`config.mk`:
```
export PLATFORM = sky130hd
export DESIGN_NAME = cache_mem_bridge
export DESIGN_NICKNAME = d
export VERILOG_FILES = /design/src/rtl/cache_mem_bridge.sv
export SDC_FILE = /design/constraint.sdc
export NUM_CORES = 1
export LEC_CHECK = 0
export BUFFER_PORTS_ARGS = -buffer_cell sky130_fd_sc_hd__buf_4
export CAP_MARGIN = 20
export CORE_AREA = 3 3 163 165
export CTS_BUF_LIST = sky130_fd_sc_hd__clkbuf_8
export DETAILED_ROUTE_END_ITERATION = 16
export DIE_AREA = 0 0 166 168
export GPL_TIMING_DRIVEN = 0
export PLACE_DENSITY = 0.92
export SYNTH_ARGS = -nofsm -noshare
export SYNTH_HDL_FRONTEND = slang
export SYNTH_SLANG_ARGS = --single-unit
```
`constraint.sdc`:
```
create_clock -name clk -period 6 [get_ports clk]
set_input_delay 1.2 -clock clk [delete_from_list [all_inputs] [get_ports clk]]
set_output_delay 1.2 -clock clk [all_outputs]
set_load 0.05 [all_outputs]
```
`src/rtl/cache_mem_bridge.sv`:
```
// Cache-to-memory bridge: request FIFO, in-flight cap, seq tagging in opaque, response order check.
// Optional macro CACHE_MEM_BRIDGE_RESP_BUF_EN adds a 2-entry registered response skid buffer.
package cache_mem_bridge_pkg;
  typedef struct packed {
    logic [2:0]  msg_type;
    logic [7:0]  opaque;
    logic [31:0] addr;
    logic [1:0]  len;
    logic [31:0] data;
  } mem_req_4B_t;

  typedef struct packed {
    logic [2:0]  msg_type;
    logic [7:0]  opaque;
    logic [1:0]  test;
    logic [1:0]  len;
    logic [31:0] data;
  } mem_resp_4B_t;
endpackage

module cache_mem_bridge
  import cache_mem_bridge_pkg::*;
#(
  parameter int REQ_DEPTH       = 4,
  parameter int MAX_OUTSTANDING = 4
) (
  input  logic                             clk,
  input  logic                             reset,
  input  logic                             cache_req_val,
  output logic                             cache_req_rdy,
  input  mem_req_4B_t                      cache_req_msg,
  output logic                             cache_resp_val,
  input  logic                             cache_resp_rdy,
  output mem_resp_4B_t                     cache_resp_msg,
  output logic                             mem_req_val,
  input  logic                             mem_req_rdy,
  output mem_req_4B_t                      mem_req_msg,
  input  logic                             mem_resp_val,
  output logic                             mem_resp_rdy,
  input  mem_resp_4B_t                     mem_resp_msg,
  output logic [$clog2(MAX_OUTSTANDING):0] outstanding,
  output logic                             idle,
  output logic                             order_err
);
  localparam int RAW = (REQ_DEPTH > 1) ? $clog2(REQ_DEPTH) : 1;
  localparam int TAW = (MAX_OUTSTANDING > 1) ? $clog2(MAX_OUTSTANDING) : 1;
  localparam int RCW = $clog2(REQ_DEPTH) + 1;
  localparam int OCW = $clog2(MAX_OUTSTANDING) + 1;

  typedef struct packed {
    logic [7:0] orig_opaque;
    logic [7:0] seq;
  } tag_t;

  mem_req_4B_t    req_mem [REQ_DEPTH];
  tag_t           tag_mem [MAX_OUTSTANDING];
  logic [RAW-1:0] req_wr_ptr, req_rd_ptr;
  logic [TAW-1:0] tag_wr_ptr, tag_rd_ptr;
  logic [RCW-1:0] req_count, req_count_next;
  logic [OCW-1:0] outstanding_next;
  logic [7:0]     seq;
  logic           req_full, req_empty, solicited;
  logic           cache_req_fire, mem_req_fire, mem_resp_fire;
  logic           tag_pop, err_set, resp_empty_next;
  tag_t           tag_head;
  mem_resp_4B_t   fwd_msg;

  // Every handshake output is forced low while reset is held.
  assign req_full       = (req_count == RCW'(REQ_DEPTH));
  assign req_empty      = (req_count == '0);
  assign cache_req_rdy  = reset && !req_full;
  assign cache_req_fire = cache_req_val && cache_req_rdy;
  assign mem_req_val    = reset && !req_empty && (outstanding < OCW'(MAX_OUTSTANDING));
  assign mem_req_fire   = mem_req_val && mem_req_rdy;

  always_comb begin
    mem_req_msg        = req_mem[req_rd_ptr];
    mem_req_msg.opaque = seq;
  end

  // Tag FIFO occupancy always equals outstanding, so it needs no count of its own.
  assign solicited = (outstanding != '0);
  assign tag_head  = tag_mem[tag_rd_ptr];
  assign tag_pop   = mem_resp_fire && solicited;
  assign err_set   = mem_resp_fire && (!solicited || (mem_resp_msg.opaque != tag_head.seq));

  always_comb begin
    fwd_msg        = mem_resp_msg;
    fwd_msg.opaque = tag_head.orig_opaque;
  end

  // NOTE: every variable driven in always_comb gets a default first, so no path can infer a latch.
  always_comb begin
    req_count_next = req_count;
    case ({cache_req_fire, mem_req_fire})
      2'b10:   req_count_next = req_count + RCW'(1);
      2'b01:   req_count_next = req_count - RCW'(1);
      default: ;
    endcase
  end

  always_comb begin
    outstanding_next = outstanding;
    case ({mem_req_fire, tag_pop})
      2'b10:   outstanding_next = outstanding + OCW'(1);
      2'b01:   outstanding_next = outstanding - OCW'(1);
      default: ;
    endcase
  end

  // NOTE: payload arrays carry no reset; pointers and counts alone decide which entries are valid.
  always_ff @(posedge clk) begin
    if (cache_req_fire) req_mem[req_wr_ptr] <= cache_req_msg;
    if (mem_req_fire)   tag_mem[tag_wr_ptr] <= tag_t'{orig_opaque: req_mem[req_rd_ptr].opaque, seq: seq};
  end

  // NOTE: sequential state uses non-blocking assignments so every register samples pre-edge values.
  always_ff @(posedge clk or negedge reset) begin
    if (!reset) begin
      req_wr_ptr  <= '0;
      req_rd_ptr  <= '0;
      tag_wr_ptr  <= '0;
      tag_rd_ptr  <= '0;
      req_count   <= '0;
      outstanding <= '0;
      seq         <= '0;
      order_err   <= 1'b0;
      idle        <= 1'b1;
    end else begin
      if (cache_req_fire) req_wr_ptr <= req_wr_ptr + RAW'(1);
      if (mem_req_fire) begin
        req_rd_ptr <= req_rd_ptr + RAW'(1);
        tag_wr_ptr <= (tag_wr_ptr == TAW'(MAX_OUTSTANDING - 1)) ? '0 : tag_wr_ptr + TAW'(1);
        seq        <= seq + 8'd1;
      end
      if (tag_pop) tag_rd_ptr <= (tag_rd_ptr == TAW'(MAX_OUTSTANDING - 1)) ? '0 : tag_rd_ptr + TAW'(1);
      if (err_set) order_err <= 1'b1;
      req_count   <= req_count_next;
      outstanding <= outstanding_next;
      idle        <= (req_count_next == '0) && (outstanding_next == '0) && resp_empty_next;
    end
  end

`ifdef CACHE_MEM_BRIDGE_RESP_BUF_EN
  mem_resp_4B_t buf_mem [2];
  logic         buf_wr_ptr, buf_rd_ptr, buf_push, buf_pop;
  logic [1:0]   buf_count, buf_count_next;

  // Unsolicited responses are still drained so memory never stalls on them.
  assign mem_resp_rdy    = reset && ((buf_count != 2'd2) || !solicited);
  assign mem_resp_fire   = mem_resp_val && mem_resp_rdy;
  assign buf_push        = mem_resp_fire && solicited;
  assign cache_resp_val  = reset && (buf_count != 2'd0);
  assign buf_pop         = cache_resp_val && cache_resp_rdy;
  assign cache_resp_msg  = buf_mem[buf_rd_ptr];
  assign resp_empty_next = (buf_count_next == 2'd0);

  always_comb begin
    buf_count_next = buf_count;
    case ({buf_push, buf_pop})
      2'b10:   buf_count_next = buf_count + 2'd1;
      2'b01:   buf_count_next = buf_count - 2'd1;
      default: ;
    endcase
  end

  always_ff @(posedge clk) begin
    if (buf_push) buf_mem[buf_wr_ptr] <= fwd_msg;
  end

  always_ff @(posedge clk or negedge reset) begin
    if (!reset) begin
      buf_wr_ptr <= 1'b0;
      buf_rd_ptr <= 1'b0;
      buf_count  <= 2'd0;
    end else begin
      if (buf_push) buf_wr_ptr <= ~buf_wr_ptr;
      if (buf_pop)  buf_rd_ptr <= ~buf_rd_ptr;
      buf_count <= buf_count_next;
    end
  end
`else
  assign mem_resp_rdy    = reset && (solicited ? cache_resp_rdy : 1'b1);
  assign mem_resp_fire   = mem_resp_val && mem_resp_rdy;
  assign cache_resp_val  = reset && mem_resp_val && solicited;
  assign cache_resp_msg  = fwd_msg;
  assign resp_empty_next = 1'b1;
`endif

endmodule
```
==> out/metrics.cfg, run 1 <==
[route]
avgViaCountPerCell=5.593
drt_wl_total_um=30490
route.detailed.drc=0
firstDrtPassIters=5
routedWlPerCell_um=22.92
ant_nets=0
vias=7439
drtIter0Drc=569

[grt]
grt_overflow=0
antenna_found_initial=0
grt_max_degree=51
grt_pass1_vias=8220
grt_use_total_pct=22.14
grt_pass1_wl_um=47640

[yosys]
netlist_top_cells_area=edfxtp_1 74%, mux4_2 13%, dfrtp_1 3.8%, buf_4 2.0%, ha_1 1.0%
synth_area_um2=15060
async_flop_share_pct=6.061
ys_ff_latch=396
yosysTopAreaCell=edfxtp_1
syn_inst=663
synth-main-ff-cell=edfxtp_1
yosysSeqAreaShare_pct=78.15
synthesis.nets=807
synth-edff-count=372
ys_warn_count=0
yosysTopAreaCellShare_pct=74.16
synth.top_cells.by_count=372 x edfxtp_1, 88 x mux4_2, 40 x buf_4
synth_cell_types=36
synth_most_common_cell=edfxtp_1
avgSynthCellArea_um2=22.72

[timing]
period_share_pct=68.56
fin_crit_ps=4114
hold_viol=0
rsz0062_at_grt=no
clock_skew_ps=32.77
max_slew.worst_pin.slew_ps=896.7
finalSetupViolations=0
fin_tns_setup_ps=0
relSlewSlack_pct=40.22
max_freq_ghz=0.2431
maxSlewViolCount=0

[die]
initial_core_util_pct=59.82
dieArea_um2=27890
pin_count=263
core-area_um2=25180
rows=58
die_w_um=166
die_y_um=168

[placed_design]
dp_hpwl_um=20340
gp_congestion=0.8080
port_buffers=223

[cts]
cts_root_buffer=clkbuf_8
cts.repair.resized=0
cts.clk_slew.worst_paths_ps=60
cts_setup_buffers=0
cts_buffer_depth=3
ctsHoldBuffers=0
clock_latency_ps=600
cts_tree=done
clock-sinks=396
h-tree-depth=2
cts_buffers=61

[power_and_ir_drop]
power_density_nw_per_um2=498.0
peakVddDrop_uv=412.6
p_leak_nw=6.732
p_total_mw=9.178

[worst_setup_path]
cp-start-kind=flip-flop
r2r-start=outstanding[2]
crit_required_ps=4800
r2r_setup_slack_ps=2980
critPathArrivalTime_ps=2910
end_kind=primary output
critPathMaxFanout=10
r2r_end=idle
r2r.worst_path.cells=9
criticalPathCategory=flip-flop to primary output

[min_path]
hold_class=input pin to asynchronous set/reset pin

[run_status]
outcome=completed

[final_layout]
nets=1097
fin_util_pct=73.18
drive_above_1_share_pct=45.30
num_antenna_cells=0
areaGrowthSynthToFinish_pct=22.34

[flow_run]
maxCapViolCount=0

layout by cell type (no fill, tap or decap), types with 8 or more instances in the layout:
cell type / netlist / layout
mux4_2: 88 / 88
clkinv_1: 1 / 8
ha_1: 12 / 12
nand2_1: 10 / 10
nor2_1: 9 / 9
xnor2_1: 11 / 11
buf_4: 40 / 263
xor2_1: 13 / 13
buf_2: 13 / 13
dfrtp_1: 23 / 23
clkbuf_8: 0 / 66
inv_1: 11 / 40
edfxtp_1: 372 / 372
how the worst max path moves through the flow:
stage	end	depth (start not counted)	startpoint	slack [ps]
after detailed placement	idle	11	reset	1730
after floorplan	req_mem[0][0]	3	reset	1370
final	mem_req_msg[54]	5	req_rd_ptr[1]	1890
after global placement	req_mem[0][9]	4	reset	240
after CTS	mem_req_msg[54]	5	req_rd_ptr[1]	1760
after global routing	mem_req_msg[54]	5	req_rd_ptr[1]	1700
where the power goes:
part | internal, mW | leakage [nW] | total (mW) | switching, mW
clock network | 1.09 | 0.695 | 2.06 | 0.969
registers | 3.42 | 3.67 | 3.56 | 0.139
logic | 1.25 | 2.37 | 3.55 | 2.31
kinds of logic (layout without fill, tap and decap cells):
kind of cell	Yosys count	count (layout)	synth area share, %
xor gates and xnor gates	24	24	1.395
and+or+nand+nor	46	46	1.603
adders and majority gates	14	14	1.263
DFF	396	396	78.15
AOI/OAI and AO/OA	11	11	0.4901
muxes	99	99	14.12
buffers and inverters	73	410	2.974
final cells by class:
type                            instances  area (um2)
Buffer                                 61       402.9
Sequential cell                       396       11770
Timing Repair Buffer                  227        1784
Clock buffer                           66       908.4
Tap cell                              330       412.9
Multi-Input combinational cell        194        2863
Clock inverter                         44       240.2
Inverter                               12       45.04
Fill cell                            1408        6753
worst max-delay path: stages, from the launching register on:
cell and delay [ps]:
dfrtp_1 320, clkbuf_1 340, clkbuf_1 600, buf_2 410, mux4_2 430, buf_4 230
state kept, by name, summed over array words and instances (netlist names):
register	flops
req_mem	308
tag_wr_ptr	2
tag_mem	64
order_err	1
req_count	3
req_rd_ptr	2
seq	8
idle	1
tag_rd_ptr	2
outstanding	3
req_wr_ptr	2
routing by layer:
metal / share of wire, % / GRT usage (%) / wire length (um)
met2: 51 / 36.51 / 15540
met5: 0 / 0 / 0
met4: 2.0 / 6.727 / 623
met3: 9.4 / 8.429 / 2872
met1: 38 / 27.84 / 11460
through the flow:
| step | instance area, um2 | cells | setup WS, ps | hold WS [ps] |
|---|---|---|---|---|
| final | 18430 | 1330 | 1886 | 532.2 |
| after global routing | 18430 | 1330 | 1705 | 512.6 |
| after CTS | 18430 | 1330 | 1763 | 503.9 |
| after detailed placement | 17280 | 1220 | 1732 | 529.9 |
| after global placement | 17150 | 1216 | 237.1 | 516.4 |
| after floorplan | 15060 | 663 | 1373 | 480.4 |
Power figures use the tool's default switching activity.
==> inputs of run 2 (changes only) <==
--- a/config.mk
+++ b/config.mk
@@ -7,12 +7,12 @@
 export LEC_CHECK = 0
 export BUFFER_PORTS_ARGS = -buffer_cell sky130_fd_sc_hd__buf_4
 export CAP_MARGIN = 20
-export CORE_AREA = 3 3 163 165
+export CORE_AREA = 3 3 166 168
 export CTS_BUF_LIST = sky130_fd_sc_hd__clkbuf_8
 export DETAILED_ROUTE_END_ITERATION = 16
-export DIE_AREA = 0 0 166 168
+export DIE_AREA = 0 0 169 171
 export GPL_TIMING_DRIVEN = 0
-export PLACE_DENSITY = 0.92
+export PLACE_DENSITY = 0.89
 export SYNTH_ARGS = -nofsm -noshare
 export SYNTH_HDL_FRONTEND = slang
 export SYNTH_SLANG_ARGS = --single-unit
==> constraint.sdc (replaced) <==
create_clock -name clk -period 4.14 [get_ports clk]
set_input_delay 0.828 -clock clk [delete_from_list [all_inputs] [get_ports clk]]
set_output_delay 0.828 -clock clk [all_outputs]
set_load 0.05 [all_outputs]
==> run 2 against run 1 <==
Via count shrank 1.7%. Non-clock buffer count unchanged. Worst setup slack got worse by 1300 ps. Total power is 42% higher. First-iteration DRC count decreased by 11%. Final area fell by 0.64%. Core utilization shrank 2.9 points. Critical path type unchanged. Largest power group unchanged.
==> out/metrics.cfg, run 2 (synthesized netlist as in run 1, its figures left out) <==
[run_status]
outcome=completed

[die]
dieArea_um2=28900  ; +3.6%
pin_count=263  ; unchanged
die_w_um=169  ; +1.8%
core-area_um2=26060  ; +3.5%
rows=59  ; +1.7%
initial_core_util_pct=57.80  ; -2.0 points
die_y_um=171  ; +1.8%

[worst_setup_path]
crit_required_ps=3310  ; -1490 ps
critPathArrivalTime_ps=2770  ; -140 ps
cp-start-kind=flip-flop
slowest_delay_ps=550  ; -50 ps
worst-path-buf-inv=4  ; unchanged
criticalPathCategory=flip-flop to primary output
critPathMaxFanout=10  ; unchanged
end_kind=primary output
critPathMostFrequentCell=clkbuf_1
cp_cell_sequence=clkbuf_1 > clkbuf_1 > buf_2 > mux4_2 > buf_4
cp_top_family=buffers and inverters
slowest_stage=clkbuf_1

[flow_run]
maxCapViolCount=0  ; unchanged

[route]
firstDrtPassIters=5  ; unchanged
route.detailed.drc=0  ; unchanged
drt_wl_total_um=28440  ; -6.7%
avgViaCountPerCell=5.525  ; -1.2%
vias=7315  ; -1.7%
routedWlPerCell_um=21.48  ; -6.3%
ant_nets=0  ; unchanged
drtIter0Drc=506  ; -11%

[cts]
ctsHoldBuffers=0  ; unchanged
cts_tree=done
cts_buffer_depth=3  ; unchanged
cts_buffers=58  ; -4.9%
cts.clk_slew.worst_paths_ps=70  ; about the same
clock_latency_ps=580  ; -20 ps
clock-sinks=396  ; unchanged
cts.repair.resized=0  ; unchanged
cts_setup_buffers=0  ; unchanged
cts_root_buffer=clkbuf_8
h-tree-depth=2  ; unchanged

[final_layout]
layout_common_cells=372 x edfxtp_1, 263 x buf_4, 88 x mux4_2, 61 x clkbuf_8, 27 x inv_1
top_regs=req_mem (308), tag_mem (64), seq (8)
drive_above_1_share_pct=45.30  ; about the same
nets=1094  ; -0.27%
areaGrowthSynthToFinish_pct=21.56
largest_register_ffs=308  ; unchanged
num_antenna_cells=0  ; unchanged
fin_cells=1324  ; -0.45%
regMostFlops=req_mem
postLayoutCellArea_um2=18310  ; -0.64%
fin_util_pct=70.27  ; -2.9 points
final_common_cell=edfxtp_1

[power_and_ir_drop]
p_leak_nw=6.625  ; -1.6%
swShare_pct=37.14  ; -0.046 points
combPwrFrac_pct=39.2  ; +0.5 points
pwr-share-clk_pct=21.3  ; -1.2 points
p_sw_mw=4.831  ; +42%
power_frac_seq_pct=39.6  ; +0.8 points
internal_power_mw=8.175  ; +42%
power_density_nw_per_um2=710.2  ; +43%
peakVddDrop_uv=524.2  ; +27%

[grt]
grt_max_degree=60  ; +18%
grt_pass1_wl_um=43510  ; -8.7%
grt_use_total_pct=19.72  ; -2.4 points
grt_overflow=0  ; unchanged
antenna_found_initial=0  ; unchanged
grt_pass1_vias=7679  ; -6.6%

[timing]
clock_skew_ps=19.55  ; -13.21 ps
fin_tns_setup_ps=0  ; unchanged
rsz0062_at_grt=no
hold_viol=0  ; unchanged
maxSlewViolCount=0  ; unchanged
relSlewSlack_pct=42.09  ; +1.9 points
max_freq_ghz=0.2776
period_share_pct=87.01
finalSetupViolations=0  ; unchanged
max_slew.worst_pin.slew_ps=868.7  ; -28.04 ps
fin_crit_ps=3602

[placed_design]
gp_congestion=0.7609  ; -5.8%
placed_cell_area_um2=17290  ; about the same
dp_hpwl_um=19040  ; -6.4%
port_buffers=223  ; unchanged
place_inst=1225  ; +0.41%

[min_path]
hold_class=input pin to asynchronous set/reset pin

## run 2: area by class of cell
type | count | area (um2)
Sequential cell | 396 | 11770
Inverter | 12 | 45.04
Buffer | 61 | 402.9
Clock buffer | 61 | 839.6
Fill cell | 1560 | 7747
Tap cell | 335 | 419.2
Multi-Input combinational cell | 194 | 2863
Clock inverter | 38 | 185.2
Timing Repair Buffer | 227 | 1784
## run 2: metrics by stage
step           worst slack (ps)  hold slack (ps)  total power, mW
6_report                  537.9            166.1            13.01
3_3_place_gp              268.6            515.1            10.28
4_1_cts                   448.6            138.3            13.18
3_5_place_dp              288.7            519.9            10.40
5_1_grt                   396.4            156.4            13.61
2_1_floorplan             552.5            480.4            8.917
## run 2: worst register-to-register path: stages (launching register included)
cell and delay, ps:
dfrtp_1 430, nor3_2 440, nand2_2 270, clkinv_1 240, ha_1 220, inv_1 60, fa_1 470, mux2i_1 80
or4_1 530, nor3_1 150
## run 2: per-layer routing
metal	up-vias	GRT usage (%)	part of all wire, %
met5	-	0	0
met4	0	4.940	1.8
met3	46	7.093	9.8
met2	298	32.84	50
met1	3719	25.29	38
li1	3252	-	-
## run 2: final timing paths
| kind | from | endpoint | slack, ps | depth (start not counted) |
|---|---|---|---|---|
| max in group asynchronous | reset | idle | 3670 | 1 |
| setup reg to reg | outstanding[2] | idle | 1180 | 9 |
| min in group clk | cache_req_msg[24] | req_mem[1][24] | 450 | 1 |
| setup / recovery | req_rd_ptr[1] | mem_req_msg[55] | 540 | 5 |
| hold reg to reg | req_count[0] | req_count[0] | 530 | 1 |
| hold / removal | reset | order_err | 170 | 1 |
## run 2: power by group through the flow
stage               Clock (mW)  Combinational [mW]  Sequential, mW
finish                    2.77                5.09            5.15
global route              3.02                5.40            5.19
CTS                       2.85                5.18            5.15
detailed placement           0                5.17            5.23
global placement             0                5.06            5.22
floorplan                    0                3.60            5.31
==> inputs of run 3 (changes only) <==
==> config.mk (replaced) <==
export PLATFORM = sky130hd
export DESIGN_NAME = cache_mem_bridge
export DESIGN_NICKNAME = d
export VERILOG_FILES = /design/src/rtl/cache_mem_bridge.sv
export SDC_FILE = /design/constraint.sdc
export NUM_CORES = 1
export LEC_CHECK = 0
export ABC_CLOCK_PERIOD_IN_PS = 3800
export BUFFER_PORTS_ARGS = -buffer_cell sky130_fd_sc_hd__buf_4
export CAP_MARGIN = 20
export CORE_AREA = 3 3 209 211
export CTS_BUF_LIST = sky130_fd_sc_hd__clkbuf_8
export DETAILED_ROUTE_END_ITERATION = 16
export DIE_AREA = 0 0 212 214
export GPL_TIMING_DRIVEN = 0
export PLACE_DENSITY = 0.63
export SYNTH_ARGS = -nofsm -noshare
export SYNTH_HDL_FRONTEND = slang
export SYNTH_SLANG_ARGS = --single-unit
==> constraint.sdc (replaced) <==
create_clock -name clk -period 3.8 [get_ports clk]
set_input_delay 0.76 -clock clk [delete_from_list [all_inputs] [get_ports clk]]
set_output_delay 0.76 -clock clk [all_outputs]
set_load 0.05 [all_outputs]
==> run 3 against run 2 <==
Clock power rose by 32%. Die area rose by 57%. Critical path depth did not move. Core utilization fell by 25 points. Combinational power rose by 10%. Flip-flop and latch count did not move. Cell count rose by 17%. Clock-buffer cell count rose by 12. Sequential power rose by 8.7%. Total power rose by 15%.
==> out/metrics.cfg, run 3 (synthesized netlist as in run 1, its figures left out) <==
[worst_setup_path]
crit_required_ps=3040  ; -270 ps
r2r_setup_slack_ps=730  ; -450 ps
critPathArrivalTime_ps=2670  ; -100 ps
critPathMaxFanout=10  ; unchanged
end_kind=primary output
r2r_end=idle
criticalPathCategory=flip-flop to primary output
timing.critical_path.to=mem_req_msg[60]
worstSetupStartpoint=req_rd_ptr[1]
cp_cell_sequence=clkbuf_1 > clkbuf_2 > buf_2 > mux4_2 > buf_4
r2r.worst_path.cells=9  ; unchanged
slowest_stage=clkbuf_2
slowest_delay_ps=390  ; -160 ps
cp-start-kind=flip-flop
r2r-start=outstanding[2]

[grt]
grt_use_met1_pct=16.98  ; -8.3 points
grtUsageMet2_pct=21.71  ; -11 points
grt_busiest_layer=met2
grt_pass1_wl_um=46980  ; +8.0%
grt_use_total_pct=13.65  ; -6.1 points
use_met3_pct=5.507  ; -1.6 points
grt_pass1_vias=7918  ; +3.1%
grt_max_degree=45  ; -25%
antenna_found_initial=1  ; +1
grt_overflow=0  ; unchanged

[route]
firstDrtPassIters=4  ; -1
route.detailed.drc=0  ; unchanged
ant_nets=0  ; unchanged
drt_wl_total_um=30930  ; +8.8%
avgViaCountPerCell=4.714  ; -15%
routedWlPerCell_um=19.91  ; -7.3%
drtIter0Drc=384  ; -24%
vias=7321  ; +0.082%

[run_status]
outcome=completed

[timing]
finalSetupViolations=0  ; unchanged
maxSlewViolCount=0  ; unchanged
setup_ws_ps=374.4  ; -163.5 ps
relSlewSlack_pct=37.72  ; -4.4 points
period_share_pct=90.15
fin_crit_ps=3426
max_freq_ghz=0.2919
rsz0062_at_grt=no
hold_viol=0  ; unchanged
clock_skew_ps=18.48  ; -1.074 ps
max_slew.worst_pin.slew_ps=934.2  ; +65.55 ps

[power_and_ir_drop]
peakVddDrop_uv=469.7  ; -10%
power_density_nw_per_um2=790.4  ; +11%
p_total_mw=14.89  ; +15%
p_leak_nw=6.781  ; +2.3%

[cts]
cts_buffer_depth=3  ; unchanged
cts.repair.resized=1  ; +1
h-tree-depth=3  ; +1
cts_setup_buffers=0  ; unchanged
cts_buffers=68  ; +17%
cts.clk_slew.worst_paths_ps=60  ; about the same
clock_latency_ps=600  ; +20 ps
cts_root_buffer=clkbuf_8
clock-sinks=396  ; unchanged
cts_tree=done
ctsHoldBuffers=0  ; unchanged

[final_layout]
num_antenna_cells=0  ; unchanged
layout_common_cells=372 x edfxtp_1, 263 x buf_4, 88 x mux4_2, 73 x clkbuf_8, 33 x inv_1
areaGrowthSynthToFinish_pct=25.10
drive_above_1_share_pct=46.65  ; +1.3 points
postLayoutCellArea_um2=18840  ; +2.9%
top_regs=req_mem (308), tag_mem (64), seq (8)
nets=1104  ; +0.91%
regMostFlops=req_mem
final_common_cell=edfxtp_1
largest_register_ffs=308  ; unchanged
fin_cells=1553  ; +17%

[placed_design]
port_buffers=223  ; unchanged
dp_hpwl_um=19890  ; +4.4%
pre_cts_ws_ps=-89.81  ; -378.5 ps
place_inst=1429  ; +17%
placed_cell_area_um2=17530  ; +1.4%
gp_congestion=0.7109  ; -6.6%

[min_path]
hold_class=input pin to asynchronous set/reset pin

[die]
die_w_um=212  ; +25%
pin_count=263  ; unchanged
dieArea_um2=45370  ; +57%
initial_core_util_pct=35.91  ; -22 points
die_y_um=214  ; +25%
core-area_um2=41950  ; +61%
rows=75  ; +27%

[flow_run]
maxCapViolCount=0  ; unchanged

run 3: cell count changes in the layout (fill, tap and decap cells not counted), sizes merged:
cell / previous run / this run
clkbuf: 68 / 80
inv: 29 / 35
clkinvlp: 0 / 5
bufinv: 1 / 3
run 3: final cells by class:
class,instances,area [um2]
fill,3619,23100
sequential,396,11770
multi-input combinational,194,2863
timing repair buffer,227,1769
clock buffer,73,1005
tap,539,674.4
buffer,61,404.1
clock inverter,51,311.5
inverter,12,45.04
run 3: worst min-delay path by stage:
stage / start / to / slack, ps / cells after the start
6_report: reset / seq[5] / 70 / 1
4_1_cts: reset / order_err / 20 / 1
2_1_floorplan: reset / order_err / 460 / 0
3_3_place_gp: req_count[0] / req_count[0] / 520 / 1
5_1_grt: reset / seq[3] / 50 / 1
3_5_place_dp: req_count[0] / req_count[0] / 530 / 1
run 3: critical path, delay by kind of cell (launching register included):
family | cells | cell delay, ps
buffers and inverters | 4 | 1350
muxes | 1 | 360
DFF | 1 | 330
run 3: layer usage:
| metal | up-vias | share of wire (%) |
|---|---|---|
| met3 | 49 | 9.3 |
| met4 | 2 | 1.9 |
| met1 | 3712 | 41 |
| met5 | - | 0.055 |
| met2 | 259 | 48 |
| li1 | 3299 | - |
run 3: where the power goes:
part	switching (mW)	internal, mW
Combinational	3.66	1.97
Clock	1.68	1.99
Sequential	0.197	5.40
Total	5.53	9.36
run 3: through the flow:
step / setup TNS, ps / utilization, % / hold WS (ps)
finish: 0 / 44.92 / 70.60
global route: 0 / 44.92 / 52.56
detailed placement: -89.81 / 41.78 / 525.1
global placement: -81040 / 41.52 / 521.7
floorplan: 0 / - / 464.4
CTS: 0 / 44.92 / 15.28
